==> src/rtl/uc_seq.sv <==
// uc_seq -- microcoded-CPU control sequencer with debug run/step control.
//
// Decodes the 6-bit instruction opcode into datapath enables during execute
// cycles (states RUN and STEP). The enables are a zero-latency decode: they
// are valid in the same cycle the opcode is presented. Free-running execution
// starts on a rising edge of run. A rising edge of step executes exactly one
// instruction. An illegal opcode traps the sequencer in ERR until reset.
//
// Ports
//   clk      in   system clock, rising edge
//   reset    in   asynchronous active-low reset
//   Opcode   in   [5:0] instruction bits [15:10]
//   z        in   registered zero flag from the datapath
//   run      in   debug run request (edge-triggered start, level keeps running)
//   step     in   debug single-step request (edge-triggered)
//   s_inc    out  PC source: 1 = PC+1, 0 = jump target
//   s_inm    out  register write data: 1 = immediate, 0 = ALU result
//   we3      out  register file write enable
//   wez      out  zero flag write enable
//   Op       out  [2:0] ALU operation select
//   pc_en    out  PC load enable
//   halted   out  1 while not executing (IDLE or ERR)
//   illegal  out  sticky illegal-opcode flag
//   icount   out  [15:0] retired-instruction counter (wraps)
module uc_seq (
  input  logic        clk,
  input  logic        reset,
  input  logic [5:0]  Opcode,
  input  logic        z,
  input  logic        run,
  input  logic        step,
  output logic        s_inc,
  output logic        s_inm,
  output logic        we3,
  output logic        wez,
  output logic [2:0]  Op,
  output logic        pc_en,
  output logic        halted,
  output logic        illegal,
  output logic [15:0] icount
);

  typedef enum logic [1:0] {
    IDLE = 2'b00,
    RUN  = 2'b01,
    STEP = 2'b10,
    ERR  = 2'b11
  } state_t;

  state_t state_q, state_d;

  logic run_q, step_q;
  logic run_edge, step_edge;
  logic exec;
  logic is_alu, is_li, is_j, is_jz, is_jnz, is_halt, is_illegal;
  logic retire;

  assign run_edge  = run  & ~run_q;
  assign step_edge = step & ~step_q;
  assign exec      = (state_q == RUN) || (state_q == STEP);

  // Opcode classes. Everything with bit 5 set and either bit 4 or bit 3 set
  // (101--- and 11----) is unassigned.
  assign is_alu     = ~Opcode[5];
  assign is_li      = (Opcode[5:2] == 4'b1000);
  assign is_j       = (Opcode == 6'b100100);
  assign is_jz      = (Opcode == 6'b100101);
  assign is_jnz     = (Opcode == 6'b100110);
  assign is_halt    = (Opcode == 6'b100111);
  assign is_illegal = Opcode[5] & (Opcode[4] | Opcode[3]);

  // Jumps (taken or not) count as retired; HALT and illegal opcodes do not.
  assign retire = exec & ~is_illegal & ~is_halt;

  // Only the registered state feeds halted, so it never glitches with Opcode.
  assign halted = (state_q == IDLE) || (state_q == ERR);

  always_comb begin
    s_inc = 1'b1;
    s_inm = 1'b0;
    we3   = 1'b0;
    wez   = 1'b0;
    Op    = 3'b000;
    pc_en = 1'b0;
    if (exec) begin
      if (is_alu) begin
        Op    = Opcode[4:2];
        we3   = 1'b1;
        wez   = 1'b1;
        pc_en = 1'b1;
      end else if (is_li) begin
        s_inm = 1'b1;
        we3   = 1'b1;
        pc_en = 1'b1;
      end else if (is_j) begin
        s_inc = 1'b0;
        pc_en = 1'b1;
      end else if (is_jz) begin
        s_inc = ~z;
        pc_en = 1'b1;
      end else if (is_jnz) begin
        s_inc = z;
        pc_en = 1'b1;
      end
      // HALT and illegal opcodes leave every enable low.
    end
  end

  always_comb begin
    state_d = state_q;
    unique case (state_q)
      IDLE: begin
        // run wins over a simultaneous step edge.
        if (run_edge)       state_d = RUN;
        else if (step_edge) state_d = STEP;
      end
      RUN: begin
        // The instruction in flight still executes before leaving RUN.
        if (is_illegal)   state_d = ERR;
        else if (is_halt) state_d = IDLE;
        else if (!run)    state_d = IDLE;
      end
      STEP: begin
        if (is_illegal) state_d = ERR;
        else            state_d = IDLE;
      end
      ERR:     state_d = ERR;
      default: state_d = IDLE;
    endcase
  end

  // History registers reset to 1 so a level held through reset release is
  // not mistaken for a fresh request.
  always_ff @(posedge clk or negedge reset) begin
    if (!reset) begin
      state_q <= IDLE;
      run_q   <= 1'b1;
      step_q  <= 1'b1;
      illegal <= 1'b0;
      icount  <= 16'h0000;
    end else begin
      state_q <= state_d;
      run_q   <= run;
      step_q  <= step;
      if (exec && is_illegal) illegal <= 1'b1;
      if (retire)             icount  <= icount + 16'd1;
    end
  end

endmodule

==> config.mk <==
export PLATFORM = sky130hd
export DESIGN_NAME = uc_seq
export DESIGN_NICKNAME = d
export VERILOG_FILES = /design/src/rtl/uc_seq.sv
export SDC_FILE = /design/constraint.sdc
export NUM_CORES = 1
export LEC_CHECK = 0
export BUFFER_PORTS_ARGS = -buffer_cell sky130_fd_sc_hd__buf_4
export CORE_MARGIN = 3
export CORE_UTILIZATION = 50
export CTS_BUF_LIST = sky130_fd_sc_hd__clkbuf_8
export DETAILED_ROUTE_END_ITERATION = 12
export GPL_TIMING_DRIVEN = 0
export PLACE_DENSITY = 0.8
export SLEW_MARGIN = 20
export SYNTH_ARGS = -nofsm -noshare
export SYNTH_HDL_FRONTEND = slang
export SYNTH_SLANG_ARGS = --single-unit
==> constraint.sdc <==
create_clock -name clk -period 1.76 [get_ports clk]
set_input_delay 0.176 -clock clk [delete_from_list [all_inputs] [get_ports clk]]
set_output_delay 0.176 -clock clk [all_outputs]
set_load 0.03 [all_outputs]
# == After elaboration in Yosys (flattened, before gate mapping) ==
# Cells that the tools add are included.
# word_totals
reg_bits,21
latchBits,0
mem_bits_rw,0
romBits,0
input_bits,11
out_inout_bits,26
word_cells,60
mem_count,0
# op_classes
addsub,1
multipliers,0
div,0
order_cmp,0
n_eq_ne,10
n_shift,0
mux,28
bitwise,11
reduce_logical,5
# ops
operator,count
$eq A6 B6 Y1 const B,4
$mux W1,19
$add A16 B1 Y16 const B,1
$mux W2,6
$pmux W2 S4,1
$mux W3,2
$and A1 B1 Y1,5
$not A1 Y1,5
$eq A2 B2 Y1 const B,2
$eq A4 B4 Y1 const B,1
$ne A4 B4 Y1 const B,1
$ne A3 B3 Y1 const B,1
$eq A2 B1 Y1 const B,1
$logic_not A2 Y1,1
$logic_or A1 B1 Y1,2
$reduce_and A2 Y1,1
$logic_and A1 B1 Y1,1
$or A1 B1 Y1,1

# == Logic depth before layout (Yosys ltp) ==
# Gate-level depths: netlist of run 1.
# depth
ltp_word,7
ltp_mapped,6

# == Worst setup path after synthesis of run 1 ==
# Ideal clock, no wire load.
# synth_timing
kind,register to output
start,register state_q[0]
end,output Op[0]
arrival_ns,1.887
required_ns,1.584
path_slack_ns,-0.303
path_stages_with_launch,6
path_cell_list,dfrtp_1 > inv_1 > ha_1 > inv_1 > nor2_1 > and2_1
# synth_via
elab_chain_len,3
# synth_rtl
item,line_no,source
from (decl),50,"state_t state_q, state_d;"
from (signal assigned),142,state_q <= state_d;
$eq A2 B1 Y1 / $eq A2 B2 Y1 (equally long branches),60,assign exec = (state_q == RUN) || (state_q == STEP);
$logic_or A1 B1 Y1 *,60,
$mux W3 *,85,if (exec) begin
to (decl),36,"output logic [2:0] Op,"
# Every way passes the cells marked *; elsewhere a longest branch is shown, timed or not.

# == Final worst setup path of run 1 ==
# layout_timing
start,register state_q[1]
end,output Op[2]
# Same word-level chain as after synthesis.

==> flow_summary.toml, run 1 <==
[setup_path]
setup.worst_path.end_class = "output port"
critical_path_required_ns = 1.58
arrival_ns = 1.60
worst-path-max-fanout = 6
worst_setup_path_start_kind = "flop"
critPathKind = "flop to output port"

[sta]
clock.fmax_mhz = 562
hold_viol = 0
finalCritPeriodShare = 1.01
slew_headroom = 0.563
setup_ws_ns = -0.0183
maxSlewViolCount = 0
rsz0062_at_grt = "yes"
final-setup-viol-count = 4
hold_ws_ns = 0.0345
period_minus_slack_ns = 1.78
worstMarginPinSlew_ns = 0.656
clock_skew_ns = 0.00122

[global_route]
grt_pass1_vias = 956
grt_antenna_before_repair = 0
grt_usage = 0.229
grt_max_degree = 22
grt_pass1_wl_um = 4580
grt_remaining_overflow = 0

[clock_tree]
cts_root_buf = "clkbuf_8"
cts.sinks = 21
cts_buffer_depth = 2
clk-insertion-delay-late_ns = 0.25
cts.reportedPaths.clkPinSlew_ns = 0.08
cts_tree = "built"
cts_htree_levels = 1
cts_buffers = 3

[floorplan]
row_count = 16
ios = 37
core-area_um2 = 2000
die_w_um = 52.5
start_util = 0.541
dieArea_um2 = 2760
die_h_um = 52.5

[synth]
synthTopCellsByArea = "dfrtp_1 44%, xnor2_1 8.1%, ha_1 5.8%"
synth-seq-cells = 21
yosys_most_used_dff = "dfrtp_1"
synth-edff-count = 0
syn-num-nets = 112
synth_common_cells = "19 x dfrtp_1, 10 x xnor2_1, 7 x and3_1, 7 x nand2_1"
yosys.area.top_type = "dfrtp_1"
yosys_warnings = 0
synthDistinctLibCells = 28
synth_most_common_cell = "dfrtp_1"
async_flop_share = 1.00
synth_cells = 96
seq_area_frac_synth = 0.488
yosys.area.top_type_share = 0.439
syn-cell-area_um2 = 1080
syn_area_per_cell_um2 = 11.3

[power_and_ir_drop]
powerDensity_nw_per_um2 = 1650
comb_power_share = 0.603
p_int_uw = 1480
swShare = 0.436
peakVddDrop_mv = 1.20
leakagePower_uw = 0.000781
switching_power_uw = 1140
clockPowerShare = 0.118
power_frac_seq = 0.279
p_total_uw = 2630

[run_status]
violations = "setup timing"
status = "complete, but fails checks"

[detailed_routing]
drtIter0Drc = 5
num_vias = 913
via_per_inst = 5.25
drc = 0
firstDrtPassIters = 4
wl_per_cell_um = 16.5
drtAntennaViolNets = 0
routed_wl_um = 2880

[placement]
dp_hpwl_um = 1960
dp.cells = 158
pre_cts_slack_ns = 0.0673
placed_area_um2 = 1410
port_buffers = 35
place_congestion = 0.695

[finish]
fin_nets = 164
fin_area_um2 = 1590
drive_gt1_frac = 0.490
stdcell_count = 174
num_antenna_cells = 0
num-fill-cells = 138
syn_to_final_growth_pct = 47.3

[min_path]
hp-class = "primary input to flop"

[job]
drv_cap = 0
## stage by stage
step                       util   TNS, ns
final                     0.796   -0.0482
after CTS                 0.758  -0.00382
after detailed placement  0.703         0
after global routing      0.796    -0.681
after global placement    0.703         0
after floorplan               -   -0.0257
## layer usage
layer  routed length, um  up-vias  global-route usage
met2                1490       35               0.413
li1                    -      432                   -
met5                   0        -                   0
met3                 161        8              0.0370
met4                  68        0              0.0681
met1                1150      438               0.274
## repair_timing
item                                    CTS  global route
endpoints found under the setup margin    6            11
hold buffers                              1             0
buffers inserted                          4             7
gates resized for setup                   7             6
hold endpoints to repair                 19             0
pin swaps                                 3             9
cloned                                    0             0
## cells by family (layout without fill, tap and decap cells)
group           after synthesis  after routing  share of synthesized area
buf+inv                       6             57                     0.0208
xor+xnor                     15             15                      0.121
fa+ha+maj                     5              5                     0.0578
compound gates               11             11                      0.106
mux                           3              3                     0.0312
flops                        21             21                      0.488
simple gates                 35             35                      0.175
## registers in the layout (all words and copies together) (netlist names)
signal and cells:
icount 16, state_q 2, illegal 1, run_q 1, step_q 1
## power groups by stage
| stage | Sequential [uW] | Combinational [uW] | Clock (uW) |
|---|---|---|---|
| global route | 751 | 1680 | 337 |
| CTS | 718 | 1410 | 314 |
| finish | 732 | 1580 | 310 |
| detailed placement | 733 | 1250 | 0 |
| global placement | 715 | 1220 | 0 |
| floorplan | 853 | 719 | 0 |
## area by class of cell
class / instances / area, um2 / area share
inverters: 4 / 18.8 / 0.0118
plain buffers: 2 / 7.51 / 0.00471
clock buffers: 3 / 41.3 / 0.0259
flip-flops and latches: 21 / 528 / 0.331
clock inverters: 1 / 5.00 / 0.00314
repair buffers: 47 / 374 / 0.235
well taps: 27 / 33.8 / 0.0212
multi-input cells: 69 / 586 / 0.367
## layout by cell type (no fill, tap or decap), types with 2 or more instances in the layout
master    count
and3_1        7
dfrtp_1      19
nand3_1       2
mux2_2        2
nand2_1       7
buf_6         5
clkbuf_1      2
dfstp_2       2
nor2b_1       3
xnor2_1      10
nor2_1        3
inv_2         2
ha_1          4
xor2_1        5
clkbuf_8      3
nand4_1       4
a21oi_1       2
and2_4        3
buf_4        41
## worst max-delay path: stages, from the launching register on
cell	delay (ns)
dfrtp_1	0.38
inv_2	0.07
ha_4	0.32
clkinvlp_4	0.15
nor2_4	0.14
and2_4	0.16
buf_6	0.12
## path summary, 6_finish.rpt
kind                             from         end  slack (ns)  cells past startpoint
max in group asynchronous       reset      step_q        1.14                      2
min in group asynchronous       reset  icount[15]        0.34                      2
min                              step      step_q        0.03                      1
max                        state_q[1]       Op[2]       -0.02                      6
min reg2reg                   illegal     illegal        0.48                      1
max reg2reg                state_q[1]   icount[5]           0                      8
No activity file was read; power rests on OpenSTA's default activity.
==> run 2, diff against run 1 <==
- CORE_UTILIZATION: 50 -> 35
- PLACE_DENSITY: 0.8 -> not set
- RECOVER_POWER: not set -> 50
- SLEW_MARGIN: 20 -> 40
==> run 2 against run 1 <==
The flow now finishes without violations; non-clock buffer count is 3 lower; fmax is 3.1% higher; utilization decreased by 26 points; sequential cell count unchanged; final area decreased by 4.7%; global-route usage fell by 9.7 points; setup slack better by 0.054 ns; via count fell by 5.5%; critical endpoint is now s_inc.
==> flow_summary.toml, run 2 (synthesis gave the netlist of run 1 again) <==
[run_status]
status = "finished, final reports clean"

[detailed_routing]
firstDrtPassIters = 4
drtIter0Drc = 22
wl_per_cell_um = 13.1
drtAntennaViolNets = 0
drc = 0
via_per_inst = 4.93
routed_wl_um = 2290
num_vias = 863

[setup_path]
setup.worst_path.end_class = "output port"
worst_setup_path_start_kind = "flop"
worst-path-max-fanout = 3
arrival_ns = 1.55
critPathKind = "flop to output port"
critical_path_required_ns = 1.58

[sta]
period_minus_slack_ns = 1.72
clock.fmax_mhz = 580
final-setup-viol-count = 0
hold_viol = 0
slew_headroom = 0.263
clock_skew_ns = 0.00269
maxSlewViolCount = 0
finalCritPeriodShare = 0.980
worstMarginPinSlew_ns = 1.11
rsz0062_at_grt = "yes"

[power_and_ir_drop]
leakagePower_uw = 0.000722
powerDensity_nw_per_um2 = 1630
peakVddDrop_mv = 1.03
p_total_uw = 2470

[placement]
port_buffers = 35
place_congestion = 0.774
dp_hpwl_um = 1710
placed_area_um2 = 1410

[floorplan]
core-area_um2 = 2850
start_util = 0.379
ios = 37
die_w_um = 61.6
die_h_um = 61.6
dieArea_um2 = 3800
row_count = 19

[global_route]
grt_pass1_vias = 878
grt_remaining_overflow = 0
grt_usage = 0.131
grt_antenna_before_repair = 0
grt_max_degree = 22
grt_pass1_wl_um = 3720

[clock_tree]
clk-insertion-delay-late_ns = 0.25
cts_htree_levels = 1
cts_tree = "built"
cts_buffer_depth = 2
cts.reportedPaths.clkPinSlew_ns = 0.08
cts.sinks = 21
cts_buffers = 3
cts_root_buf = "clkbuf_8"

[finish]
top_register = "icount"
syn_to_final_growth_pct = 40.3
final_cell_mix = "30 x buf_4, 19 x dfrtp_1, 12 x clkbuf_1"
fin_area_um2 = 1520
fin_util = 0.532
num_antenna_cells = 0
reg.largest.list = "icount x16, state_q x2"
final_common_cell = "buf_4"
largest_register_ffs = 16
drive_gt1_frac = 0.403
fin_nets = 161

[min_path]
hp-class = "primary input to flop"

[job]
drv_cap = 0
## run 2: per-stage QoR
step | worst slack (ns) | hold WS [ns] | TNS (ns) | instances
floorplan | -0.0188 | -0.120 | -0.0257 | 96
global placement | 0.126 | 0.0748 | 0 | 162
detailed placement | 0.126 | 0.0761 | 0 | 162
CTS | 0.00492 | 0.0243 | 0 | 171
global route | -0.0561 | 0.00930 | -0.277 | 175
finish | 0.0352 | 0.00858 | 0 | 175
## run 2: path summary, 6_finish.rpt
| path | from | end | slack (ns) | cells after the start |
|---|---|---|---|---|
| max | state_q[1] | s_inc | 0.04 | 6 |
| min | step | step_q | 0.009 | 1 |
| max reg2reg | state_q[1] | icount[10] | 0.09 | 7 |
| min reg2reg | icount[15] | icount[15] | 0.47 | 1 |
| max in group asynchronous | reset | icount[3] | 0.45 | 2 |
| min in group asynchronous | reset | icount[6] | 0.65 | 2 |
## run 2: report_power, final
group	internal [uW]	switching (uW)	total (uW)
sequential	593	123	716
combinational	671	779	1450
clock	157	151	308
## run 2: area by class of cell
cell class                 instances  area (um2)
multi-input combinational         69         573
clock inverter                     1        5.00
inverter                           4        18.8
tap                               31        38.8
timing repair buffer              44         307
clock buffer                       3        41.3
fill                             275        1330
buffer                             2        7.51
sequential                        21         528
## run 2: worst max-delay path, stage by stage, from the launching register on
cell,delay (ns)
dfrtp_1,0.37
inv_2,0.07
ha_4,0.29
nand3_1,0.13
a211oi_2,0.20
nand2_1,0.07
buf_4,0.16
## run 2: timing repair
item | in CTS | in global routing
endpoints found under the hold margin | 19 | 0
hold buffers | 1 | 0
resized for setup | 6 | 3
setup endpoints to repair | 5 | 11
buffers inserted | 4 | 4
pin swaps | 3 | 3
gates cloned | 0 | 0
## run 2: metal layers
metal | part of all wire | global-route usage | vias up
met5 | 0 | 0 | -
met1 | 0.46 | 0.157 | 404
li1 | - | - | 427
met2 | 0.46 | 0.226 | 30
met3 | 0.070 | 0.0294 | 2
met4 | 0.0074 | 0.0545 | 0
==> run 3, diff against run 2 <==
- PLACE_DENSITY: not set -> 0.56
==> run 3 against run 2 <==
Clock skew up 0.0023 ns; setup slack worse by 0.014 ns; global-route usage up 0.65 points; critical path depth unchanged.
==> flow_summary.toml, run 3 (synthesis gave the netlist of run 1 again) <==
[finish]
fin_area_um2 = 1550
num-fill-cells = 274
seq_area_um2 = 528
largest_register_ffs = 16
reg.largest.list = "icount x16, state_q x2"
num_antenna_cells = 0
final_cell_mix = "32 x buf_4, 19 x dfrtp_1, 10 x clkbuf_1, 10 x xnor2_1"
multi_input_area_um2 = 578
final_common_cell = "buf_4"
fin_nets = 163
drive_gt1_frac = 0.425
top_register = "icount"
syn_to_final_growth_pct = 43.1
stdcell_count = 177

[setup_path]
critPathKind = "flop to output port"
rrSetupSlack_ns = 0.07
worstRegToRegCells = 7
path_cells = "inv_2 > ha_4 > clkinvlp_4 > buf_4 > buf_4 > buf_4"
critical_path_required_ns = 1.58
critPathCapture = "halted"
arrival_ns = 1.56
cpMostUsedCell = "buf_4"
worst_setup_path_start_kind = "flop"
critPathMaxStageDelay_ns = 0.37
worst-path-stages = 6
crit_start = "state_q[0]"
worst-path-max-fanout = 4
worstReg2RegEnd = "icount[11]"
path_buf_inv = 5
slowest_stage = "dfrtp_1"
timing.rr.start = "state_q[0]"
cp_top_family = "buffers and inverters"
setup.worst_path.end_class = "output port"

[global_route]
grt_usage = 0.138
grt_pass1_wl_um = 3880
grt_antenna_before_repair = 0
grt_remaining_overflow = 0
grt_pass1_vias = 869
grt_max_degree = 22

[placement]
placed_area_um2 = 1410
place_congestion = 0.749
dp.cells = 162
dp_hpwl_um = 1670
port_buffers = 35

[clock_tree]
cts.sinks = 21
cts.reportedPaths.clkPinSlew_ns = 0.08
cts_buffers = 3
clk-insertion-delay-late_ns = 0.26
cts_tree = "built"
cts_htree_levels = 1
cts_root_buf = "clkbuf_8"
cts_buffer_depth = 2

[sta]
clock.fmax_mhz = 575
period_minus_slack_ns = 1.74
tns_ns = 0
worstMarginPinSlew_ns = 1.16
rsz0062_at_grt = "yes"
hold_viol = 0
maxSlewViolCount = 0
clock_skew_ns = 0.00500
final-setup-viol-count = 0
finalCritPeriodShare = 0.988
slew_headroom = 0.228

[floorplan]
start_util = 0.379
ios = 37
row_count = 19
die_h_um = 61.6
die_w_um = 61.6
core-area_um2 = 2850
dieArea_um2 = 3800

[detailed_routing]
drc = 0
firstDrtPassIters = 4
routed_wl_um = 2310
drtIter0Drc = 11
via_per_inst = 4.97
num_vias = 879
wl_per_cell_um = 13.1
drtAntennaViolNets = 0

[power_and_ir_drop]
peakVddDrop_mv = 1.60
leakagePower_uw = 0.000742
powerDensity_nw_per_um2 = 1650

[min_path]
hp-class = "primary input to flop"

[run_status]
status = "finished, final reports clean"

[job]
drv_cap = 0
run 3: area by class of cell:
type	instances	area share
inverter	4	0.0121
tap	31	0.0250
timing repair buffer	46	0.215
clock inverter	1	0.00242
sequential	21	0.341
clock buffer	3	0.0267
multi-input combinational	69	0.373
buffer	2	0.00485
run 3: worst min path at each step:
stage | endpoint | from | depth (start not counted) | slack (ns)
2_1_floorplan | icount[0] | reset | 0 | -0.12
3_3_place_gp | icount[15] | reset | 1 | 0.07
3_5_place_dp | icount[14] | reset | 1 | 0.08
4_1_cts | step_q | step | 1 | 0.02
5_1_grt | run_q | run | 1 | -0.002
6_report | run_q | run | 1 | 0.02
run 3: worst reg2reg max path, stage by stage, from the launching register on:
cell and delay (ns):
dfrtp_1 0.37, inv_2 0.06, ha_4 0.30, buf_4 0.12, nand3_2 0.08, a211oi_4 0.32, nand4_1 0.16, xnor2_1 0.15
run 3: timing repair:
action	4_1_cts	5_1_grt
hold buffers	1	0
endpoints found under the setup margin	5	9
setup buffers	5	5
pin swaps	3	7
gates resized for setup	6	5
endpoints found under the hold margin	19	0
run 3: routing by layer:
| metal | vias to the layer above | wire length, um | track usage |
|---|---|---|---|
| met5 | - | 0 | 0 |
| met4 | 0 | 14 | 0.0636 |
| met3 | 2 | 135 | 0.0294 |
| met2 | 30 | 1030 | 0.194 |
| met1 | 412 | 1130 | 0.200 |
| li1 | 435 | - | - |
run 3: per-stage QoR:
stage	hold slack, ns	util	total power (uW)	worst slack, ns
global route	-0.00156	0.543	2730	-0.0606
global placement	0.0747	0.495	1950	0.113
CTS	0.0250	0.535	2440	-0.00435
floorplan	-0.120	-	1570	-0.0188
detailed placement	0.0784	0.495	1970	0.0945
finish	0.0181	0.543	2550	0.0209
run 3: report_power, final:
group / switching (uW) / internal (uW) / leakage, uW
clock network: 152 / 155 / 0.0000269
logic: 804 / 733 / 0.000451
registers: 118 / 593 / 0.000264
